File: src/rtl/spi_mem_oversampled.sv
// spi_mem_oversampled: clk-domain SPI mode-0 memory slave driving an 8-bit bus; `SPI_MEM_ADDR_AUTOINC_EN enables per-byte address increment
module spi_mem_oversampled #(
  parameter int ADDR_WIDTH = 15,
  parameter int DATA_WIDTH = 8,
  parameter int READ_LATENCY = 2
) (
  input  logic                  clk,
  input  logic                  reset,
  input  logic                  _select,
  input  logic                  sck,
  input  logic                  mosi,
  output logic                  miso,
  output logic                  miso_oe,
  output logic [ADDR_WIDTH-1:0] addr,
  output logic [DATA_WIDTH-1:0] data_out,
  input  logic [DATA_WIDTH-1:0] data_in,
  output logic                  rd,
  output logic                  wr,
  output logic                  busy
);
`ifdef SPI_MEM_ADDR_AUTOINC_EN
  localparam logic AUTOINC = 1'b1;
`else
  localparam logic AUTOINC = 1'b0;
`endif
  typedef enum logic [2:0] {IDLE, CMD, ADDR, DUMMY, DATA} state_t;
  state_t state, state_n;
  logic [1:0] sel_s, mosi_s;
  logic [2:0] sck_s, cnt;
  logic [DATA_WIDTH-2:0] sr;
  logic [DATA_WIDTH-1:0] pf, tx, rx_byte;
  logic [6:0] a_hi;
  logic [READ_LATENCY-1:0] rd_pipe;
  logic [ADDR_WIDTH-1:0] addr_inc;
  logic w, load, adv, rd_req, sel, rise, fall, bit_rise, byte_done, addr_done, rd_first, prefetch, wr_hit;
  assign sel       = sel_s[1];
  assign rise      = sck_s[1] & ~sck_s[2];
  assign fall      = ~sck_s[1] & sck_s[2];
  // deselect masks any coincident sck rise
  assign bit_rise  = rise && !sel && state != IDLE;
  assign byte_done = bit_rise && cnt == 3'(DATA_WIDTH - 1);
  assign rx_byte   = {sr, mosi_s[1]};
  assign addr_done = byte_done && state == ADDR;
  assign rd_first  = addr_done && !w;
  assign prefetch  = bit_rise && cnt == 3'd0 && state == DATA && !w;
  assign wr_hit    = byte_done && state == DATA && w;
  assign addr_inc  = AUTOINC ? addr + ADDR_WIDTH'(1) : addr;
  assign miso      = tx[DATA_WIDTH-1];
  assign miso_oe   = state != IDLE;
  always_comb begin
    state_n = state;
    if (sel) state_n = IDLE;
    else if (state == IDLE) state_n = CMD;
    else if (byte_done) state_n = state == CMD ? ADDR : state == ADDR ? (w ? DATA : DUMMY) : DATA;
  end
  always_ff @(posedge clk) begin
    if (reset) begin
      state    <= IDLE;
      sel_s    <= 2'b11;
      sck_s    <= '0;
      mosi_s   <= '0;
      cnt      <= '0;
      sr       <= '0;
      pf       <= '0;
      tx       <= '0;
      a_hi     <= '0;
      rd_pipe  <= '0;
      w        <= 1'b0;
      load     <= 1'b0;
      adv      <= 1'b0;
      rd_req   <= 1'b0;
      addr     <= '0;
      data_out <= '0;
      rd       <= 1'b0;
      wr       <= 1'b0;
      busy     <= 1'b0;
    end else begin
      state    <= state_n;
      sel_s    <= {sel_s[0], _select};
      sck_s    <= {sck_s[1:0], sck};
      mosi_s   <= {mosi_s[0], mosi};
      cnt      <= (sel || state == IDLE) ? '0 : bit_rise ? cnt + 3'd1 : cnt;
      busy     <= !sel && (busy || bit_rise);
      rd       <= rd_first || rd_req;
      rd_req   <= prefetch;
      wr       <= wr_hit;
      adv      <= wr_hit;
      rd_pipe  <= READ_LATENCY'({rd_pipe, rd});
      // a read byte boundary arms the next sck fall to load the prefetched byte
      load     <= !sel && ((byte_done && !w && (state == DUMMY || state == DATA)) || (load && !fall));
      addr     <= addr_done ? ADDR_WIDTH'({a_hi, rx_byte}) : (adv || prefetch) ? addr_inc : addr;
      tx       <= state == IDLE ? '0 : !fall ? tx : load ? pf : {tx[DATA_WIDTH-2:0], 1'b0};
      if (bit_rise) sr <= rx_byte[DATA_WIDTH-2:0];
      if (byte_done && state == CMD) {w, a_hi} <= rx_byte;
      if (rd_pipe[READ_LATENCY-1]) pf <= data_in;
      if (wr_hit) data_out <= rx_byte;
    end
  end
endmodule

File: config.mk
export PLATFORM = sky130hd
export DESIGN_NAME = spi_mem_oversampled
export DESIGN_NICKNAME = d
export VERILOG_FILES = /design/src/rtl/spi_mem_oversampled.sv
export SDC_FILE = /design/constraint.sdc
export NUM_CORES = 1
export LEC_CHECK = 0
export BUFFER_PORTS_ARGS = -buffer_cell sky130_fd_sc_hd__buf_2
export CAP_MARGIN = 10
export CORE_MARGIN = 4
export CORE_UTILIZATION = 55
export CTS_BUF_LIST = sky130_fd_sc_hd__clkbuf_2 sky130_fd_sc_hd__clkbuf_4 sky130_fd_sc_hd__clkbuf_8
export CTS_CLUSTER_SIZE = 14
export DETAILED_ROUTE_END_ITERATION = 12
export GPL_ROUTABILITY_DRIVEN = 0
export PLACE_DENSITY = 0.76
export SLEW_MARGIN = 10
export SYNTH_ARGS = -nofsm -noshare
export SYNTH_HDL_FRONTEND = slang
export SYNTH_SLANG_ARGS = --single-unit
File: constraint.sdc
create_clock -name clk -period 1.9 [get_ports clk]
set_input_delay 0.095 -clock clk [delete_from_list [all_inputs] [get_ports clk]]
set_output_delay 0.095 -clock clk [all_outputs]
set_load 0.02 [all_outputs]
## Word-level counts from Yosys, hierarchy flattened

Index checks and enable logic that the tools add are counted.

- Reductions and logical operators: 32
- Equality and inequality tests: 5
- Muxes and demuxes: 6
- $add $sub $neg: 1
- Bitwise gates (word level): 4

Operators by type and width:

| operator | count |
|---|---|
| 1-bit logical AND | 16 |
| 3-bit 2-to-1 mux | 3 |
| 8-bit 2-to-1 mux | 1 |
| 3-bit by 2-bit equality test with 1-bit output, second input constant | 2 |
| 3-bit equality test, second input constant | 2 |
| 3-bit logical NOT | 2 |
| 2-bit OR reduction | 3 |
| 1-bit logical OR | 5 |
| 3-bit by 1-bit adder with 3-bit output, second input constant | 1 |
| 3-bit by 1-bit equality test with 1-bit output, second input constant | 1 |
| 1-bit logical NOT | 3 |
| 3-bit nonzero test | 1 |
| 3-bit OR reduction | 1 |
| 1-bit bitwise AND | 2 |
| 1-bit 2-to-1 mux | 2 |
| 1-bit inverter | 2 |
| 2-bit nonzero test | 1 |

- Output and inout bits: 28
- Logic and storage cells: 67
- Bits in registers: 74
- Bits of input ports: 13

## Depth between registers and ports, before layout

- Depth after elaboration: 9
- Depth in mapped cells: 8
- Mapped depth without buffers: 5

## Worst setup path before layout

OpenSTA, ideal clock, no wires.

- Path kind: register to register
- Start: reg cnt[0]
- End: reg addr[2]
- Data required time: 1.777 ns
- Arrival time: 1.533 ns
- Setup time: 0.123 ns
- Path slack: 0.243 ns
- Buffers on the path: 3
- Cell stages (with the launch flop): 9
- Path through: dfxtp_1 -> ha_1 -> ha_1 -> and4bb_1 -> buf_6 -> and3_4 -> buf_6 -> buf_6 -> mux2i_1

- Longest elaborated chain between the ends: 3

Ends and longest elaborated chain:

| item | line | source |
|---|---|---|
| start, declared | 29 | `logic [2:0] sck_s, cnt;` |
| start signal, assigned | 82 | `cnt <= (sel \|\| state == IDLE) ? '0 : bit_rise ? cnt + 3'd1 : cnt;` |
| 3-bit equality test | 41 | `assign byte_done = bit_rise && cnt == 3'(DATA_WIDTH - 1);` |
| 1-bit logical AND | 41 |  |
| 1-bit logical AND | 43 | `assign addr_done = byte_done && state == ADDR;` |
| end signal, assigned | 91 | `addr <= addr_done ? ADDR_WIDTH'({a_hi, rx_byte}) : (adv \|\| prefetch) ? addr_inc : addr;` |
| end, declared | 14 | `output logic [ADDR_WIDTH-1:0] addr,` |

Every way passes these cells.
A chain may end at the register's enable or synchronous reset.

## Worst setup path after layout

- Start: reg cnt[0]
- End: reg addr[10]

The elaborated chain is that of the path after synthesis.

==> reports/results.ini <==
[outcome]
status = finished clean

[logic_synthesis]
ys_types = 35
avgSynthCellArea_um2 = 10.8
synth_edf_count = 0
async_flop_share = 0
synthCells = 267
synth_ff_type = dfxtp_1
synthTopCellsByCount = 74 x dfxtp_1, 54 x mux2i_1, 40 x nand2b_1
synthTopCellsByArea = dfxtp_1 51%, mux2i_1 19%, nand2b_1 8.7%, nor2_1 2.9%, nor2b_1 2.0%
ys_seq_area_frac = 0.515
yosys.area_share.simple = 0.206
synthAdderAreaFrac = 0.0130
synth_top_family_by_area = simple AND/OR/NAND/NOR gates
synth_compound_area_frac = 0.0387
yosys.area.top_type = dfxtp_1
synth_seq_cells = 74
synth_nets = 283
yosys.area_share.xor_xnor = 0.00304
syn-cell-area_um2 = 2880
synth_warnings = 0
yosysTopAreaCellShare = 0.515
muxShareOfSynthArea = 0.188
synth.most_common_cell = dfxtp_1

[clock_tree]
cts_tree = yes
cts_resized = 0
clk_pin_slew_ns = 0.07
clock_latency_ns = 0.34
htreeDepth = 3
clock-sinks = 74
clock_path_buffers = 2
post-cts-setup-buffers = 0
numCtsBuffers = 9
root_buffer = clkbuf_8

[detailed_routing]
routedWlPerCell_um = 12.7
drt_wl_total_um = 4970
via_per_inst = 4.88
antenna_left = 0
drt_iter0_markers = 101
drc = 0
dr.pass1.iters = 4
vias = 1914

[layout]
regArea_um2 = 1480
area_growth_pct = 18.4
fillers = 412
multi_input_area_um2 = 1290
final_cells = 392
drive_gt1_frac = 0.211
nets = 334
diodes = 0

[sta]
holdWs_ns = 0.259
hold_viol_final = 0
min_period_over_period = 0.900
timing.fmax_ghz = 0.585
rsz0062_at_grt = false
tightest_slew_ns = 0.633
final_max_slew_viol_count = 0
fin_crit_ns = 1.71
setup_viol = 0
slew_headroom = 0.578
postLayoutSetupSlackWorst_ns = 0.190
fin_tns_setup_ns = 0
clock_skew_ns = 0.00568

[global_route]
grt_usage = 0.176
grt_max_degree = 45
met1_usage = 0.229
antenna_found_initial = 0
grt_overflow_total = 0
use_met2 = 0.257
grt-busiest-layer = met2
grt_util_met3 = 0.0471
grt_pass1_wl_um = 8630
grt_pass1_vias = 1875

[floorplan]
dieArea_um2 = 6450
start_util = 0.567
rows = 26
die_h_um = 80.3
die_w_um = 80.3
ios = 41
core_area_um2 = 5070

[placement]
portBuffers = 40
place_ws_ns = 0.194
dpl.cell_count = 366
dpl.hpwl_um = 3280

[hold_path]
hp-class = input port to register

[setup_path]
start_kind = register
cp_max_fo = 13
endpoint_kind = register
arrival_ns = 1.98
worstSetupPathType = register to register
cp.required_ns = 2.17

[power]
irDropWorstVdd_v = 0.000506
power.density_nw_per_um2 = 811
leakagePower_nw = 1.36

[flow_run]
maxCapViolations = 0

-- through the flow --
| stage | utilization | cell area [um2] | power (mW) |
|---|---|---|---|
| 5_1_grt | 0.672 | 3410 | 2.87 |
| 3_3_place_gp | 0.613 | 3110 | 1.66 |
| 2_1_floorplan | - | 2880 | 1.64 |
| 6_report | 0.672 | 3410 | 2.76 |
| 3_5_place_dp | 0.613 | 3110 | 1.66 |
| 4_1_cts | 0.672 | 3410 | 2.81 |
-- timing repair --
action,CTS,global route
endpoints found under the setup margin,0,0
hold buffers,11,0
endpoints found under the hold margin,11,0
-- cell type report --
| type | instances | area share |
|---|---|---|
| inverter | 3 | 0.00330 |
| clock buffer | 13 | 0.0525 |
| timing repair buffer | 56 | 0.102 |
| tap | 70 | 0.0257 |
| clock inverter | 2 | 0.00294 |
| multi-input combinational | 174 | 0.379 |
| sequential | 74 | 0.435 |
-- report_power, final --
group          internal, mW  switching, mW  leakage (nW)
clock                 0.605          0.514         0.101
combinational        0.0480         0.0340         0.658
sequential             1.56        0.00444         0.597
total                  2.21          0.553          1.36
-- worst paths after layout --
path	startpoint	end	slack, ns	cells past startpoint
setup reg to reg	cnt[0]	addr[10]	0.19	5
hold reg to reg	sel_s[0]	sel_s[1]	0.42	1
hold / removal	reset	pf[4]	0.26	2
setup / recovery	cnt[0]	addr[10]	0.19	5
-- logic make-up (layout without fill, tap and decap cells) --
| logic type | count (synthesis) | after routing |
|---|---|---|
| compound gates | 16 | 16 |
| flops | 74 | 74 |
| simple gates | 100 | 100 |
| buf+inv | 19 | 74 |
| xor+xnor | 1 | 1 |
| fa+ha+maj | 3 | 3 |
| mux | 54 | 54 |
-- worst max-delay path, stage by stage, from the launching register on --
cell	delay, ns
dfxtp_1	0.36
ha_1	0.17
ha_1	0.16
and4bb_1	0.33
and3_4	0.39
mux2i_1	0.22
-- sequential cells by signal (all words and copies together), names as in the netlist --
register  cells
load          1
rd            1
sck_s         3
cnt           3
state         3
addr         15
rd_pipe       2
a_hi          7
busy          1
sr            7
mosi_s        2
sel_s         2
wr            1
rd_req        1
w             1
tx            8
pf            8
data_out      8
-- cells in the final DEF, fill, tap and decap left out, types with 2 or more instances in the layout --
master	netlist	final
a211oi_1	7	7
a21oi_1	2	2
a31oi_1	3	3
buf_2	3	40
buf_4	0	5
clkbuf_8	0	13
clkinv_2	0	2
dfxtp_1	74	74
dlygate4sd3_1	0	11
ha_1	3	3
inv_1	3	3
mux2i_1	54	54
nand2_1	4	4
nand2b_1	40	40
nand3_1	5	5
nor2_1	22	22
nor2b_1	9	9
nor3b_2	2	2
or2_2	4	4
or3_1	2	2
-- routing by layer --
metal | vias to the layer above | share of wire | wire length, um
met1 | 855 | 0.51 | 2530
met5 | - | 0 | 0
met3 | 11 | 0.041 | 205
li1 | 1011 | - | -
met2 | 37 | 0.43 | 2110
met4 | 0 | 0.026 | 127
Power figures use the tool's default switching activity.
